`src/rtl/be_pkg.sv`:
```
// Shared types and defaults for the RV32I load/store unit: access sizes,
// response error codes, FSM states and the request legality check.
package be_pkg;

  localparam int unsigned LSU_XLEN_DEFAULT       = 32;
  localparam int unsigned LSU_ADDR_WIDTH_DEFAULT = 32;
  localparam int unsigned LSU_TIMEOUT_DEFAULT    = 16;

  typedef enum logic [1:0] {
    SZ_BYTE   = 2'd0,
    SZ_HALF   = 2'd1,
    SZ_WORD   = 2'd2,
    SZ_DOUBLE = 2'd3
  } lsu_size_e;

  typedef enum logic [1:0] {
    ERR_NONE         = 2'd0,
    ERR_MISALIGNED   = 2'd1,
    ERR_ILLEGAL_SIZE = 2'd2,
    ERR_TIMEOUT      = 2'd3
  } lsu_err_e;

  typedef enum logic [1:0] {
    ST_IDLE   = 2'd0,
    ST_ACCESS = 2'd1,
    ST_RESP   = 2'd2
  } lsu_state_e;

  // Illegal size takes precedence over misalignment.
  function automatic lsu_err_e check_access(input lsu_size_e size,
                                            input logic [2:0] addr_lo,
                                            input logic       is_rv64);
    logic misaligned;
    misaligned = 1'b0;
    case (size)
      SZ_HALF:   misaligned = addr_lo[0];
      SZ_WORD:   misaligned = |addr_lo[1:0];
      SZ_DOUBLE: misaligned = |addr_lo;
      default:   misaligned = 1'b0;
    endcase
    if (size == SZ_DOUBLE && !is_rv64) return ERR_ILLEGAL_SIZE;
    if (misaligned) return ERR_MISALIGNED;
    return ERR_NONE;
  endfunction

endpackage

```
`src/rtl/rv32i_lsu_lane_align.sv`:
```
// Combinational byte-lane steering for stores and extraction/extension for loads.
module rv32i_lsu_lane_align
  import be_pkg::*;
#(
  parameter int unsigned XLEN = LSU_XLEN_DEFAULT,
  localparam int unsigned NB   = XLEN / 8,
  localparam int unsigned OFFW = $clog2(NB)
) (
  input  lsu_size_e         size_i,
  input  logic              uns_i,
  input  logic [OFFW-1:0]   offset_i,
  input  logic [XLEN-1:0]   wdata_i,
  input  logic [XLEN-1:0]   rddata_i,
  output logic [NB-1:0]     byte_en_o,
  output logic [XLEN-1:0]   wrdata_o,
  output logic [XLEN-1:0]   rdata_o
);

  logic [7:0]      mask8;
  logic [XLEN-1:0] keep;
  logic [XLEN-1:0] sh;
  logic            sgn;

  always_comb begin
    sh    = rddata_i >> {offset_i, 3'b000};
    mask8 = 8'h01;
    keep  = XLEN'(8'hFF);
    sgn   = sh[7];
    case (size_i)
      SZ_HALF: begin
        mask8 = 8'h03;
        keep  = XLEN'(16'hFFFF);
        sgn   = sh[15];
      end
      SZ_WORD: begin
        mask8 = 8'h0F;
        keep  = XLEN'(32'hFFFF_FFFF);
        sgn   = sh[31];
      end
      SZ_DOUBLE: begin
        mask8 = 8'hFF;
        keep  = '1;
        sgn   = sh[XLEN-1];
      end
      default: ;
    endcase
    byte_en_o = mask8[NB-1:0] << offset_i;
    wrdata_o  = wdata_i << {offset_i, 3'b000};
    // Bits above the access width are filled with the sign (or zero).
    rdata_o   = (sh & keep) | (~keep & {XLEN{sgn & ~uns_i}});
  end

endmodule

```
`src/rtl/rv32i_lsu.sv`:
```
// Load/store unit: accepts one core access at a time, runs a single bus
// transaction with timeout, and returns a one-cycle response.
module rv32i_lsu
  import be_pkg::*;
#(
  parameter int unsigned XLEN           = LSU_XLEN_DEFAULT,
  parameter int unsigned ADDR_WIDTH     = LSU_ADDR_WIDTH_DEFAULT,
  parameter int unsigned TIMEOUT_CYCLES = LSU_TIMEOUT_DEFAULT
) (
  input  logic                  clk,
  input  logic                  rst,
  input  logic                  req_valid,
  output logic                  req_ready,
  input  logic                  req_we,
  input  logic [1:0]            req_size,
  input  logic                  req_unsigned,
  input  logic [ADDR_WIDTH-1:0] req_addr,
  input  logic [XLEN-1:0]       req_wdata,
  output logic                  rsp_valid,
  output logic [XLEN-1:0]       rsp_rdata,
  output logic [1:0]            rsp_error,
  output logic [ADDR_WIDTH-1:0] bus_addr,
  output logic [XLEN-1:0]       bus_wrdata,
  output logic [XLEN/8-1:0]     bus_byte_en,
  output logic                  bus_wren,
  output logic                  bus_rden,
  input  logic                  bus_ack,
  input  logic [XLEN-1:0]       bus_rddata
);

  localparam int unsigned NB   = XLEN / 8;
  localparam int unsigned OFFW = $clog2(NB);
  localparam int unsigned CW   = $clog2(TIMEOUT_CYCLES + 1);
  localparam logic [CW-1:0] CNT_LAST = CW'(TIMEOUT_CYCLES - 1);

  lsu_state_e            state_q;
  logic                  we_q;
  lsu_size_e             size_q;
  logic                  uns_q;
  logic [ADDR_WIDTH-1:0] addr_q;
  logic [XLEN-1:0]       wdata_q;
  logic [CW-1:0]         cnt_q;
  logic                  wren_q;
  logic                  rden_q;
  logic [XLEN-1:0]       rdata_q;
  lsu_err_e              err_q;

  lsu_err_e        req_err;
  logic [NB-1:0]   lane_be;
  logic [XLEN-1:0] lane_wrdata;
  logic [XLEN-1:0] lane_rdata;
  logic            in_access;

  assign req_err   = check_access(lsu_size_e'(req_size), req_addr[2:0], XLEN == 64);
  assign in_access = (state_q == ST_ACCESS);

  rv32i_lsu_lane_align #(.XLEN(XLEN)) u_lane_align (
    .size_i    (size_q),
    .uns_i     (uns_q),
    .offset_i  (addr_q[OFFW-1:0]),
    .wdata_i   (wdata_q),
    .rddata_i  (bus_rddata),
    .byte_en_o (lane_be),
    .wrdata_o  (lane_wrdata),
    .rdata_o   (lane_rdata)
  );

  always_ff @(posedge clk or posedge rst) begin
    if (rst) begin
      state_q <= ST_IDLE;
      we_q    <= 1'b0;
      size_q  <= SZ_BYTE;
      uns_q   <= 1'b0;
      addr_q  <= '0;
      wdata_q <= '0;
      cnt_q   <= '0;
      wren_q  <= 1'b0;
      rden_q  <= 1'b0;
      rdata_q <= '0;
      err_q   <= ERR_NONE;
    end else begin
      case (state_q)
        ST_IDLE: begin
          if (req_valid) begin
            we_q    <= req_we;
            size_q  <= lsu_size_e'(req_size);
            uns_q   <= req_unsigned;
            addr_q  <= req_addr;
            wdata_q <= req_wdata;
            cnt_q   <= '0;
            rdata_q <= '0;
            err_q   <= req_err;
            if (req_err != ERR_NONE) begin
              state_q <= ST_RESP;
            end else begin
              wren_q  <= req_we;
              rden_q  <= ~req_we;
              state_q <= ST_ACCESS;
            end
          end
        end
        ST_ACCESS: begin
          // An ack on the final wait cycle still completes without error.
          if (bus_ack) begin
            wren_q  <= 1'b0;
            rden_q  <= 1'b0;
            if (!we_q) rdata_q <= lane_rdata;
            state_q <= ST_RESP;
          end else if (cnt_q == CNT_LAST) begin
            wren_q  <= 1'b0;
            rden_q  <= 1'b0;
            err_q   <= ERR_TIMEOUT;
            state_q <= ST_RESP;
          end else begin
            cnt_q <= cnt_q + 1'b1;
          end
        end
        ST_RESP: state_q <= ST_IDLE;
        default: state_q <= ST_IDLE;
      endcase
    end
  end

  assign req_ready   = (state_q == ST_IDLE);
  assign rsp_valid   = (state_q == ST_RESP);
  assign rsp_rdata   = rsp_valid ? rdata_q : '0;
  assign rsp_error   = rsp_valid ? err_q : ERR_NONE;
  assign bus_wren    = wren_q;
  assign bus_rden    = rden_q;
  assign bus_addr    = in_access ? (addr_q & ~ADDR_WIDTH'(NB - 1)) : '0;
  assign bus_wrdata  = in_access ? lane_wrdata : '0;
  assign bus_byte_en = in_access ? lane_be : '0;

endmodule

```
`config.mk`:
```
export PLATFORM = sky130hd
export DESIGN_NAME = rv32i_lsu
export DESIGN_NICKNAME = d
export VERILOG_FILES = /design/src/rtl/be_pkg.sv /design/src/rtl/rv32i_lsu_lane_align.sv /design/src/rtl/rv32i_lsu.sv
export SDC_FILE = /design/constraint.sdc
export NUM_CORES = 1
export LEC_CHECK = 0
export ABC_AREA = 1
export BUFFER_PORTS_ARGS = -buffer_cell sky130_fd_sc_hd__buf_2
export CAP_MARGIN = 25
export CORE_UTILIZATION = 45
export CTS_CLUSTER_DIAMETER = 100
export CTS_CLUSTER_SIZE = 20
export DETAILED_ROUTE_END_ITERATION = 10
export HOLD_SLACK_MARGIN = 0.12
export PLACE_DENSITY = 0.73
export SYNTH_ARGS = -nofsm -noshare
export SYNTH_HDL_FRONTEND = slang
export SYNTH_SLANG_ARGS = --single-unit
```
`constraint.sdc`:
```
create_clock -name clk -period 9.7 [get_ports clk]
set_clock_uncertainty 0.2 [all_clocks]
set_input_delay 0 -clock clk [delete_from_list [all_inputs] [get_ports clk]]
set_output_delay 0 -clock clk [all_outputs]
set_load 0.01 [all_outputs]
```
==> results of run 1 <==
==> kinds of logic (layout without fill, tap and decap cells) <==
kind of cell | after synthesis | in the layout | synth area share
adder cells (fa/ha/maj) | 5 | 5 | 0.0103
buffers and inverters | 149 | 485 | 0.110
multiplexers | 8 | 8 | 0.0132
AO/OA/AOI/OAI | 114 | 114 | 0.106
other | 1 | 2 | 0.000620
flip-flops | 111 | 111 | 0.459
AND/OR/NAND/NOR | 448 | 448 | 0.300
==> final cells by class <==
| class | instances | area (µm²) |
|---|---|---|
| Sequential cell | 111 | 2780 |
| Fill cell | 988 | 3920 |
| Clock buffer | 10 | 229 |
| Multi-Input combinational cell | 577 | 2610 |
| Inverter | 102 | 389 |
| Timing Repair Buffer | 367 | 2650 |
| Tap cell | 172 | 215 |
| Clock inverter | 6 | 91.3 |
==> worst reg2reg max path: cells and delay by family (launching register included) <==
| kind | cells | cell delay (ns) |
|---|---|---|
| simple gates | 7 | 0.79 |
| flops | 1 | 0.91 |
| buf+inv | 3 | 1.49 |
==> registers in the layout, summed over array words and instances, names as in the netlist <==
register / count
wdata_q: 32
state_q: 2
err_q: 2
addr_q: 32
size_q: 2
uns_q: 1
we_q: 1
cnt_q: 5
bus_rden: 1
rdata_q: 32
bus_wren: 1
==> cell usage after synthesis, types with 9 or more instances <==
master    number
o32ai_1       15
o21ai_0       74
buf_2         17
buf_4          9
clkbuf_1      14
nand2_1      233
a21oi_1       10
o21ai_1        9
nor2_1       149
nand3_1       52
inv_1         92
dfrtp_1      111
==> power groups by stage <==
stage / clock [mW] / combinational [mW] / sequential (mW)
after floorplan: 0 / 0.772 / 0.741
after global placement: 0 / 0.993 / 0.774
after detailed placement: 0 / 1.01 / 0.777
after CTS: 0.407 / 1.19 / 0.771
after global routing: 0.429 / 1.35 / 0.795
final: 0.403 / 1.22 / 0.776
==> worst paths after layout <==
kind                              startpoint           to  slack [ns]  cells past startpoint
worst max-delay path               addr_q[1]  rdata_q[30]        6.26                     10
worst min-delay path            req_wdata[5]   wdata_q[5]        0.19                      4
worst max register to register     addr_q[1]  rdata_q[30]        6.26                     10
worst min register to register   rdata_q[20]  rdata_q[20]        0.28                      2
max in group asynchronous                rst  rdata_q[25]        7.67                      6
min in group asynchronous                rst   addr_q[21]        0.59                      4
==> routing by layer <==
| layer | wire, µm | vias up |
|---|---|---|
| met1 | 8180 | 3140 |
| met4 | 558 | 0 |
| met3 | 1360 | 46 |
| met2 | 10100 | 348 |
| li1 | - | 3261 |
| met5 | 0 | - |
==> per-stage QoR <==
stage               instances  setup slack [ns]  power, mW   util
finish                   1345              6.26       2.40  0.696
global route             1345              6.09       2.57  0.696
floorplan                 837              6.57       1.51      -
global placement         1173              7.13       1.77  0.548
detailed placement       1173              7.05       1.79  0.548
CTS                      1344              6.33       2.37  0.694
==> results.json, run 1 <==
{
  "outcome": "finished, final reports clean",
  "power.internal_mw": 1.37,
  "io_buffers": 207,
  "layout_common_cells": "233 x nand2_1, 207 x buf_2, 155 x dlygate4sd3_1, 149 x nor2_1, 110 x dfrtp_1",
  "hpwl_mm": 11.8,
  "met3_usage": 0.0436,
  "p_seq_frac": 0.323,
  "hold_ws_ns": 0.192,
  "via_per_inst": 5.05,
  "switching_share": 0.431,
  "tns_ns": 0,
  "critical_path.max_fanout": 22,
  "worstPathCellList": "inv_2 > nand3_1 > dlygate4sd3_1 > nand2_1 > nand2_1 > nand3_2 > nand2_4 > nand2_1 > dlygate4sd3_1 > nand2_1",
  "finalHoldViolations": 0,
  "fin_crit_sh": 0.355,
  "rows": 41,
  "drtPass1Iterations": 5,
  "setup_viol": 0,
  "cp_top_family": "buffers and inverters",
  "syn_inst": 836,
  "wirelength_mm": 20.2,
  "place_area_um2": 7060,
  "drc_errors": 0,
  "layout-drive-gt1-share": 0.212,
  "gp_congestion": 0.873,
  "grt_pass1_vias": 6627,
  "ir_worst_vdd_v": 0.000135,
  "chipWidth_um": 118,
  "yosysTopAreaCellShare": 0.459,
  "p_per_area_nw_per_um2": 268,
  "relSlewSlack": 0.353,
  "cts.clk_slew.worst_paths_ns": 0.07,
  "cts_tree": "yes",
  "vias": 6795,
  "worstHoldPathType": "in2reg",
  "coreArea_um2": 12900,
  "die_h_um": 118,
  "required_ns": 9.79,
  "synth_ff_type": "dfrtp_1",
  "ant_nets": 0,
  "grt_remaining_overflow": 0,
  "ctsLongestPathBuffers": 2,
  "yosys.area.top_type": "dfrtp_1",
  "grt_max_degree": 107,
  "synthArstFlopShare": 1.00,
  "clock_power_share": 0.168,
  "postCtsHoldBufs": 155,
  "cts_root_buffer": "clkbuf_16",
  "cp_slowest_stage_delay_ns": 0.91,
  "drt-initial-drc-count": 642,
  "busiest_layer": "met2",
  "netlist_area_um2": 6050,
  "final_max_slew_viol_count": 0,
  "start_kind": "flop",
  "worstMarginPinSlew_ns": 0.965,
  "num_antenna_cells": 0,
  "syn2layout_area_growth_pct": 48.2,
  "grtUsageTotal": 0.291,
  "crit_type": "reg2reg",
  "synth.distinct_cells": 35,
  "grt_pass1_wl_mm": 32.3,
  "cp_num_buf_inv": 3,
  "grt_use_met1": 0.346,
  "cts_max_level": 3,
  "io-pin-count": 210,
  "grt.met2_usage": 0.522,
  "final_nets": 1277,
  "yosys_warnings": 0,
  "ctsResizeCount": 0,
  "ys_ff_latch": 111,
  "drv_cap": 0,
  "fmax_ghz": 0.291,
  "antenna_found_initial": 0,
  "cp_slowest_cell": "dfrtp_1",
  "endpoint_kind": "flop",
  "fin_crit_ns": 3.44,
  "cp.arrival_ns": 3.53,
  "start_util": 0.470,
  "synth.avg_cell_area_um2": 7.23,
  "stdcell_area_um2": 8960,
  "synth.area.top_cells": "dfrtp_1 46%, nand2_1 14%, nor2_1 9.3%",
  "cts_buffers": 9,
  "power_leakage_nw": 4.70,
  "synth_edf_count": 0,
  "dieArea_um2": 13900,
  "p_switching_mw": 1.04,
  "cts.sink_count": 111,
  "ys_seq_area_frac": 0.459,
  "clk_latency_ns": 0.35,
  "rsz0062_at_grt": "false",
  "routedWlPerCell_um": 15.0,
  "post_cts_buffers": 0,
  "comb_power_share": 0.509,
  "crit_top_cell": "nand2_1",
  "layout_commonest_cell": "nand2_1"
}
Note: power is estimated with default switching activity, not from simulation.
==> run 2: changes to the inputs <==
==> constraint.sdc (replaced) <==
create_clock -name clk -period 3.59 [get_ports clk]
set_clock_uncertainty 0.2 [all_clocks]
set_input_delay 0 -clock clk [delete_from_list [all_inputs] [get_ports clk]]
set_output_delay 0 -clock clk [all_outputs]
set_load 0.01 [all_outputs]
==> run 2 against run 1 <==
First-iteration DRC count decreased by 17%. Combinational power grew to 2.7 times the previous value. Sequential share of layout area grew 0.065 points. Clock power increased by 150%. Core utilization shrank 0.15 points. Worst hold slack lost 0.051 ns. Via count is 0.63% higher. Die area stayed put. Fmax rose by 5.9%. Critical path type unchanged.
==> results.json, run 2 (synthesis results as in run 1) <==
{
  "drv_cap": 0,
  "r2r-start": "addr_q[0]",
  "stdcell_area_um2": 8940,
  "worstHoldPathType": "in2async",
  "dieArea_um2": 13900,
  "drt-initial-drc-count": 531,
  "outcome": "finished, final reports clean",
  "reg_top3": "addr_q: 32 flops, rdata_q: 32 flops, wdata_q: 32 flops",
  "place_area_um2": 7090,
  "chipWidth_um": 118,
  "tns_ns": 0,
  "grtUsageTotal": 0.298,
  "relSlewSlack": 0.419,
  "hpwl_mm": 12.1,
  "finalHoldViolations": 0,
  "startpoint": "addr_q[0]",
  "die_h_um": 118,
  "start_kind": "flop",
  "cts_buffers": 9,
  "p_per_area_nw_per_um2": 721,
  "crit_end": "rdata_q[25]",
  "grt_pass1_wl_mm": 33.3,
  "drc_errors": 0,
  "crit_type": "reg2reg",
  "final_max_slew_viol_count": 0,
  "io-pin-count": 210,
  "n_fill_cell": 1003,
  "coreArea_um2": 12900,
  "wirelength_mm": 20.4,
  "final_nets": 1278,
  "ir_worst_vdd_v": 0.000383,
  "cts_max_level": 3,
  "clk_latency_ns": 0.36,
  "fmax_ghz": 0.308,
  "power_leakage_nw": 4.68,
  "layout_common_cells": "233 x nand2_1, 207 x buf_2, 154 x dlygate4sd3_1, 149 x nor2_1, 110 x dfrtp_1",
  "worstPathCellList": "buf_4 > nand2_1 > nand2_1 > dlygate4sd3_1 > nand2_1 > nand3_2 > nand2_4 > nand2_1 > dlygate4sd3_1 > nand2_1",
  "critical_path.max_fanout": 33,
  "endpoint_kind": "flop",
  "ant_nets": 0,
  "via_per_inst": 5.08,
  "grt_remaining_overflow": 0,
  "cts_tree": "yes",
  "worstMarginPinSlew_ns": 0.871,
  "cp_slowest_cell": "dfrtp_2",
  "crit_top_cell": "nand2_1",
  "layout_commonest_cell": "nand2_1",
  "fin_crit_ns": 3.25,
  "cp.arrival_ns": 3.30,
  "vias": 6838,
  "hold_ws_ns": 0.140,
  "layout-drive-gt1-share": 0.215,
  "fin_crit_sh": 0.905,
  "setup_viol": 0,
  "drtPass1Iterations": 6,
  "dp_cells": 1175,
  "grt_max_degree": 112,
  "cts.clk_slew.worst_paths_ns": 0.08,
  "start_util": 0.470,
  "grt_pass1_vias": 6833,
  "cp_slowest_stage_delay_ns": 0.77,
  "antenna_found_initial": 0,
  "timing.final.ws_setup_ns": 0.342,
  "routedWlPerCell_um": 15.2,
  "rows": 41,
  "post-place-ws_ns": 0.937,
  "gp_congestion": 0.922,
  "fin_util": 0.694,
  "cts.sink_count": 111,
  "r2r_slack_ns": 0.34,
  "fin_cells": 1346,
  "io_buffers": 207,
  "required_ns": 3.65,
  "ctsLongestPathBuffers": 2,
  "finalPower_mw": 6.44,
  "cts_root_buffer": "clkbuf_16",
  "seqCellArea_um2": 2780,
  "multi_input_area_um2": 2610,
  "num_antenna_cells": 0,
  "reg2reg_depth": 10,
  "regToRegEndpoint": "rdata_q[25]",
  "syn2layout_area_growth_pct": 47.8,
  "rsz0062_at_grt": "false"
}
==> run 2: cell types whose count changed in the layout (fill, tap and decap cells not counted), sizes merged <==
cell	previous run	this run
dlygate4sd3	155	154
bufinv	2	0
buf	212	214
inv	102	103
clkinvlp	0	2
clkbuf	10	11
clkinv	4	2
==> run 2: final cells by class <==
class / instances / share of cell area
Multi-Input combinational cell: 577 / 0.292
Clock buffer: 11 / 0.0283
Sequential cell: 111 / 0.311
Clock inverter: 5 / 0.00420
Tap cell: 172 / 0.0241
Timing Repair Buffer: 368 / 0.297
Inverter: 102 / 0.0437
==> run 2: power by group <==
part	leakage (nW)	total [mW]	switching (mW)	internal, mW
sequential	1.42	2.15	0.365	1.79
combinational	3.13	3.29	1.98	1.31
clock	0.139	0.999	0.485	0.514
==> run 2: metal layers <==
layer | track usage | share of wire | vias to the layer above
met4 | 0.119 | 0.023 | 0
met5 | 0 | 0 | -
met3 | 0.0533 | 0.072 | 42
met2 | 0.525 | 0.50 | 358
li1 | - | - | 3261
met1 | 0.359 | 0.41 | 3177
==> run 2: worst min-delay path by stage <==
| stage | endpoint | depth (start not counted) |
|---|---|---|
| 4_1_cts | addr_q[3] | 4 |
| 3_5_place_dp | addr_q[28] | 3 |
| 3_3_place_gp | wdata_q[23] | 3 |
| 6_report | addr_q[3] | 4 |
| 2_1_floorplan | uns_q | 2 |
| 5_1_grt | addr_q[3] | 4 |
==> run 2: timing repair <==
item	in CTS	in global routing
endpoints found under the setup margin	0	2
hold buffers	154	0
hold endpoints to repair	222	0
buffers inserted	0	0
resized for setup	0	1
==> run 2: critical path, delay by kind of cell, from the launching register on <==
family	cells	cell delay, ns
buffers and inverters	3	1.55
flip-flops	1	0.77
AND/OR/NAND/NOR	7	0.61
